## config.mk

```make
export PLATFORM = sky130hd
export DESIGN_NAME = pipeline_ctrl
export DESIGN_NICKNAME = d
export VERILOG_FILES = /design/src/rtl/pipeline_ctrl_pkg.sv /design/src/rtl/pipeline_ctrl_hazard_detect.sv /design/src/rtl/pipeline_ctrl.sv
export SDC_FILE = /design/constraint.sdc
export NUM_CORES = 1
export LEC_CHECK = 0
export ABC_CLOCK_PERIOD_IN_PS = 3000
export BUFFER_PORTS_ARGS = -buffer_cell sky130_fd_sc_hd__buf_2
export CAP_MARGIN = 20
export CORE_MARGIN = 3
export CORE_UTILIZATION = 54
export DETAILED_ROUTE_END_ITERATION = 12
export PLACE_DENSITY = 0.9
export SETUP_SLACK_MARGIN = 0.1
export SYNTH_ARGS = -nofsm -noshare
export SYNTH_HDL_FRONTEND = slang
export SYNTH_SLANG_ARGS = --single-unit
```

## constraint.sdc

```tcl
create_clock -name clk -period 3 [get_ports clk]
set_input_delay 0.6 -clock clk [delete_from_list [all_inputs] [get_ports clk]]
set_output_delay 0.6 -clock clk [all_outputs]
set_load 0.03 [all_outputs]
```

## src/rtl/pipeline_ctrl_pkg.sv

```systemverilog
// Shared opcode constants, FSM state encoding and operand-usage helpers
// for the pipeline hazard/stall controller.
package pipeline_ctrl_pkg;

   typedef enum logic [1:0] {
      RUN      = 2'd0,
      MEM_WAIT = 2'd1,
      HALT     = 2'd2
   } state_e;

   localparam logic [6:0] R_type      = 7'b0110011;
   localparam logic [6:0] I_type      = 7'b0010011;
   localparam logic [6:0] S_type      = 7'b0100011;
   localparam logic [6:0] B_type      = 7'b1100011;
   localparam logic [6:0] I_type_jalr = 7'b1100111;
   localparam logic [6:0] I_type_lw   = 7'b0000011;
   localparam logic [6:0] J_type      = 7'b1101111;

   function automatic logic rs1_used(input logic [6:0] op);
      case (op)
         R_type, I_type, S_type, B_type, I_type_jalr, I_type_lw: return 1'b1;
         default:                                                return 1'b0;
      endcase
   endfunction

   function automatic logic rs2_used(input logic [6:0] op);
      case (op)
         R_type, S_type, B_type: return 1'b1;
         default:                return 1'b0;
      endcase
   endfunction

endpackage

```

## src/rtl/pipeline_ctrl_hazard_detect.sv

```systemverilog
// Load-use hazard decode: does the ID instruction read the register a load
// in EX is about to write?
module hazard_detect
   import pipeline_ctrl_pkg::*;
(
   input  logic [31:0] instruction_id,
   input  logic [4:0]  rd_ex,
   input  logic        we_rf_ex,
   input  logic        mem_read_ex,
   output logic        load_use
);

   logic [6:0] opcode;
   logic [4:0] rs1;
   logic [4:0] rs2;
   logic       hit1;
   logic       hit2;

   assign opcode = instruction_id[6:0];
   assign rs1    = instruction_id[19:15];
   assign rs2    = instruction_id[24:20];

   assign hit1     = rs1_used(opcode) && (rs1 == rd_ex);
   assign hit2     = rs2_used(opcode) && (rs2 == rd_ex);
   assign load_use = mem_read_ex && we_rf_ex && (rd_ex != 5'd0) && (hit1 || hit2);

endmodule

```

## src/rtl/pipeline_ctrl.sv

```systemverilog
// Pipeline controller: data-memory wait freeze with timeout halt, taken-branch
// flush, load-use stall, and saturating stall/flush statistics.
module pipeline_ctrl
   import pipeline_ctrl_pkg::*;
#(
   parameter int TIMEOUT = 255,
   parameter int CNT_W   = 32
) (
   input  logic             clk,
   input  logic             rst_n,
   input  logic [31:0]      instruction_ID,
   input  logic [4:0]       rd_ex,
   input  logic             we_rf_ex,
   input  logic             mem_read_ex,
   input  logic             branch_taken_ex,
   input  logic             dmem_req_mem,
   input  logic             dmem_ack,
   input  logic             clr_stats,
   output logic             stall_if,
   output logic             stall_id,
   output logic             flush_id,
   output logic             flush_ex,
   output logic             freeze_mem,
   output logic [CNT_W-1:0] stall_cnt,
   output logic [CNT_W-1:0] flush_cnt,
   output logic             mem_timeout
);

   localparam logic [16:0] TIMEOUT_V = 17'(TIMEOUT);

   state_e      state, state_nxt;
   logic [15:0] wait_cnt, wait_nxt;
   logic [16:0] wait_inc;
   logic        load_use;
   logic        inc_stall, inc_flush, timeout_hit;

   hazard_detect u_hazard (
      .instruction_id (instruction_ID),
      .rd_ex          (rd_ex),
      .we_rf_ex       (we_rf_ex),
      .mem_read_ex    (mem_read_ex),
      .load_use       (load_use)
   );

   assign wait_inc = {1'b0, wait_cnt} + 17'd1;

   always_comb begin
      state_nxt   = state;
      wait_nxt    = wait_cnt;
      inc_stall   = 1'b0;
      inc_flush   = 1'b0;
      timeout_hit = 1'b0;
      stall_if    = 1'b0;
      stall_id    = 1'b0;
      flush_id    = 1'b0;
      flush_ex    = 1'b0;
      freeze_mem  = 1'b0;
      case (state)
         RUN, MEM_WAIT: begin
            // A pending memory access outranks redirects and load-use.
            if (!dmem_ack && (state == MEM_WAIT || dmem_req_mem)) begin
               stall_if   = 1'b1;
               stall_id   = 1'b1;
               freeze_mem = 1'b1;
               inc_stall  = (state == MEM_WAIT);
               wait_nxt   = wait_inc[15:0];
               if (wait_inc == TIMEOUT_V) begin
                  timeout_hit = 1'b1;
                  state_nxt   = HALT;
               end else begin
                  state_nxt = MEM_WAIT;
               end
            end else begin
               wait_nxt  = 16'd0;
               state_nxt = RUN;
               if (branch_taken_ex) begin
                  flush_id  = 1'b1;
                  flush_ex  = 1'b1;
                  inc_flush = 1'b1;
               end else if (load_use) begin
                  stall_if  = 1'b1;
                  stall_id  = 1'b1;
                  flush_ex  = 1'b1;
                  inc_stall = 1'b1;
               end
            end
         end
         default: begin
            stall_if   = 1'b1;
            stall_id   = 1'b1;
            freeze_mem = 1'b1;
         end
      endcase
      if (!rst_n) begin
         stall_if   = 1'b0;
         stall_id   = 1'b0;
         flush_id   = 1'b0;
         flush_ex   = 1'b0;
         freeze_mem = 1'b0;
      end
   end

   always_ff @(posedge clk) begin
      if (!rst_n) begin
         state       <= RUN;
         wait_cnt    <= '0;
         mem_timeout <= 1'b0;
         stall_cnt   <= '0;
         flush_cnt   <= '0;
      end else begin
         state    <= state_nxt;
         wait_cnt <= wait_nxt;
         if (timeout_hit) mem_timeout <= 1'b1;
         if (clr_stats)                          stall_cnt <= '0;
         else if (inc_stall && stall_cnt != '1)  stall_cnt <= stall_cnt + 1'b1;
         if (clr_stats)                          flush_cnt <= '0;
         else if (inc_flush && flush_cnt != '1)  flush_cnt <= flush_cnt + 1'b1;
      end
   end

endmodule

```

==> results.toml <==
[run_status]
status = "finished clean"

[global_route]
grt_pass1_wl_um = 20600
grtUsageTotal = 0.247
grt_pass1_vias = 4564
antenna_found_initial = 0
grt_max_degree = 63
overflow = 0

[drt]
drcViolationCount = 0
wl_met2_um = 5970
dr.pass1.iters = 5
wl_met3_um = 973
wirelength_um = 12300
ant_nets = 0
detail_route.wl_per_cell_um = 15.6
dr.max_layer_used = "met4"
met1_length_um = 5120
drt_iter0_drc = 239
via_per_inst = 6.38
via_count = 5037

[synthesis]
syn_nets = 644
netlist_area_sq_um = 4750
post_synth_num_cell_types = 62
synth_ff_type = "dfxtp_1"
yosysTopAreaCell = "dfxtp_1"
ys_seq_area_frac = 0.350
syn_inst = 595
synth_area_leaders = "dfxtp_1, xnor2_1, a21oi_1, or4_1, nor2_1"
synth_top_area_share = 0.350
ys_warn_count = 0
synth-edff-count = 0
syn_area_per_cell_sq_um = 7.98
ys_ff_latch = 83
async_flop_share = 0

[floorplan]
dieArea_sq_um = 9950
dieWidth_um = 99.7
initial_utilization = 0.566
die_h_um = 99.7
core_sq_um = 8380
rows = 33
io-pin-count = 115

[layout]
fillers = 701
multi_input_area_sq_um = 2890
post_route_cells_drive_above_1_share = 0.201
num_antenna_cells = 0
fin_nets = 729
seq_area_sq_um = 1660
synthToLayoutAreaGrowth_pct = 15.9
fin_cells = 790

[clock_network]
htree_levels = 3
clk_latency_ns = 0.37
cts-resized-gates = 0
cts_sinks = 83
cts_hold_buf = 0
cts_tree = "yes"
clockBufferDepth = 2
clkTransAtPathRegs_ns = 0.08
clock-root-buffer = "clkbuf_8"
cts_buffers = 9
post_cts_buffers = 0

[critical_path]
startpoint_type = "flip-flop"
endpoint_kind = "primary output"
cp_data_required_time_ns = 2.40
r2r.worst_path.cells = 6
crit_path_max_fanout = 23
worstPathArrival_ns = 1.89
crit_type = "reg -> out"
rr_endpoint = "stall_cnt[13]"
r2r_start = "stall_cnt[14]"
ff2ff_setup_slack_ns = 0.68

[place]
place_ws_ns = 0.463
gp_congestion = 0.955
port_buffers = 99
dp_cells = 774
hpwlAfterDp_um = 8690

[min_path]
min_path_cells = 1
hold-path-endpoint = "mem_timeout"
hp-class = "reg -> reg"
holdCritStartpoint = "mem_timeout"

[sta]
fin_setup_tns_ns = 0
clock.fmax_mhz = 401
clock_skew_ns = 0.0123
layout_setup_ws_ns = 0.508
period_share = 0.831
max_slew_margin = 0.512
period_minus_slack_ns = 2.49
rsz0062_at_grt = "no"
finalMaxSlewViolations = 0
setup_violations = 0
worstMarginPinSlew_ns = 0.727
finalHoldViolCount = 0

[power_and_ir_drop]
vdd_ir_drop_max_mv = 0.299
power_density_nw_per_um2 = 377
total_leakage_power_nw = 2.07

[job]
drv_cap = 0
==> worst max path at each step <==
stage                             from            end  slack (ns)  cells past startpoint
after detailed placement      rd_ex[1]  stall_cnt[13]        0.46                      8
after global placement    dmem_req_mem  stall_cnt[21]        0.55                      8
final                         state[1]       stall_if        0.51                      4
after CTS                     state[1]       stall_if        0.50                      4
after floorplan               rd_ex[1]       stall_if        0.49                      6
after global routing          state[1]       stall_if        0.34                      4
==> synthesized netlist by cell type (13+ instances only) <==
cell type	count
dfxtp_1	83
a21oi_1	53
nor2_1	49
nand2_1	48
o21ai_0	33
xnor2_1	32
nand3_1	29
nand4_1	26
or4_1	25
and3_1	18
o31ai_1	18
clkbuf_1	17
or3_1	15
and2_1	13
nor3_1	13
==> sequential cells by signal, indices dropped and copies added, names as in the netlist <==
signal,cells
flush_cnt,32
mem_timeout,1
stall_cnt,32
state,2
wait_cnt,16
==> cell families after synthesis <==
family	after synthesis	synth area share
AND/OR/NAND/NOR	282	0.337
buffers and inverters	43	0.0424
flip-flops	83	0.350
XOR/XNOR	36	0.0664
multiplexers	2	0.00422
adder cells (fa/ha/maj)	4	0.0105
AO/OA/AOI/OAI	145	0.189
==> power breakdown <==
group / leakage, nW / switching [W] / internal [W]
Combinational: 1.30 / 0.0000817 / 0.0000485
Clock: 0.101 / 0.000438 / 0.000397
Sequential: 0.669 / 0.00000406 / 0.00110
Total: 2.07 / 0.000524 / 0.00155
==> per-layer routing <==
metal,global-route usage,vias up
li1,-,2393
met1,0.309,2366
met2,0.416,249
met3,0.0512,29
met4,0.0977,0
met5,0,-
==> layout make-up <==
type                            count  share of cell area
Sequential cell                    83               0.302
Clock buffer                        9              0.0225
Tap cell                          105              0.0239
Multi-Input combinational cell    469               0.525
Inverter                            8             0.00546
Clock inverter                      7              0.0148
Timing Repair Buffer              109               0.106
==> critical path, stage by stage, from the launching register on <==
cell,delay (ns)
dfxtp_1,0.79
or2_1,0.31
a31oi_1,0.06
nor2_1,0.14
buf_2,0.22
==> through the flow <==
step / utilization / hold slack, ns / cell area (sq um) / total power, W
finish: 0.656 / 0.468 / 5500 / 0.00207
CTS: 0.656 / 0.473 / 5500 / 0.00209
floorplan: - / 0.478 / 4750 / 0.00121
detailed placement: 0.632 / 0.453 / 5300 / 0.00126
global placement: 0.632 / 0.447 / 5300 / 0.00126
global route: 0.656 / 0.512 / 5500 / 0.00214
==> layout by cell type, fill, tap and decap left out, drive strengths merged, types with 3 or more instances in the layout <==
| cell type | count |
|---|---|
| buf | 109 |
| dfxtp | 83 |
| a21oi | 53 |
| nor2 | 49 |
| nand2 | 48 |
| o21ai | 33 |
| xnor2 | 32 |
| nand3 | 29 |
| nand4 | 27 |
| or4 | 25 |
| and3 | 18 |
| o31ai | 18 |
| or3 | 15 |
| and2 | 15 |
| nor3 | 13 |
| inv | 12 |
| and4 | 11 |
| nor4 | 10 |
| clkbuf | 9 |
| nand2b | 6 |
| a211oi | 5 |
| a31oi | 5 |
| o21a | 5 |
| o211ai | 4 |
| xor2 | 4 |
| ha | 4 |
| nor3b | 4 |
| nand4b | 3 |
| nand3b | 3 |
Power figures use the tool's default switching activity.
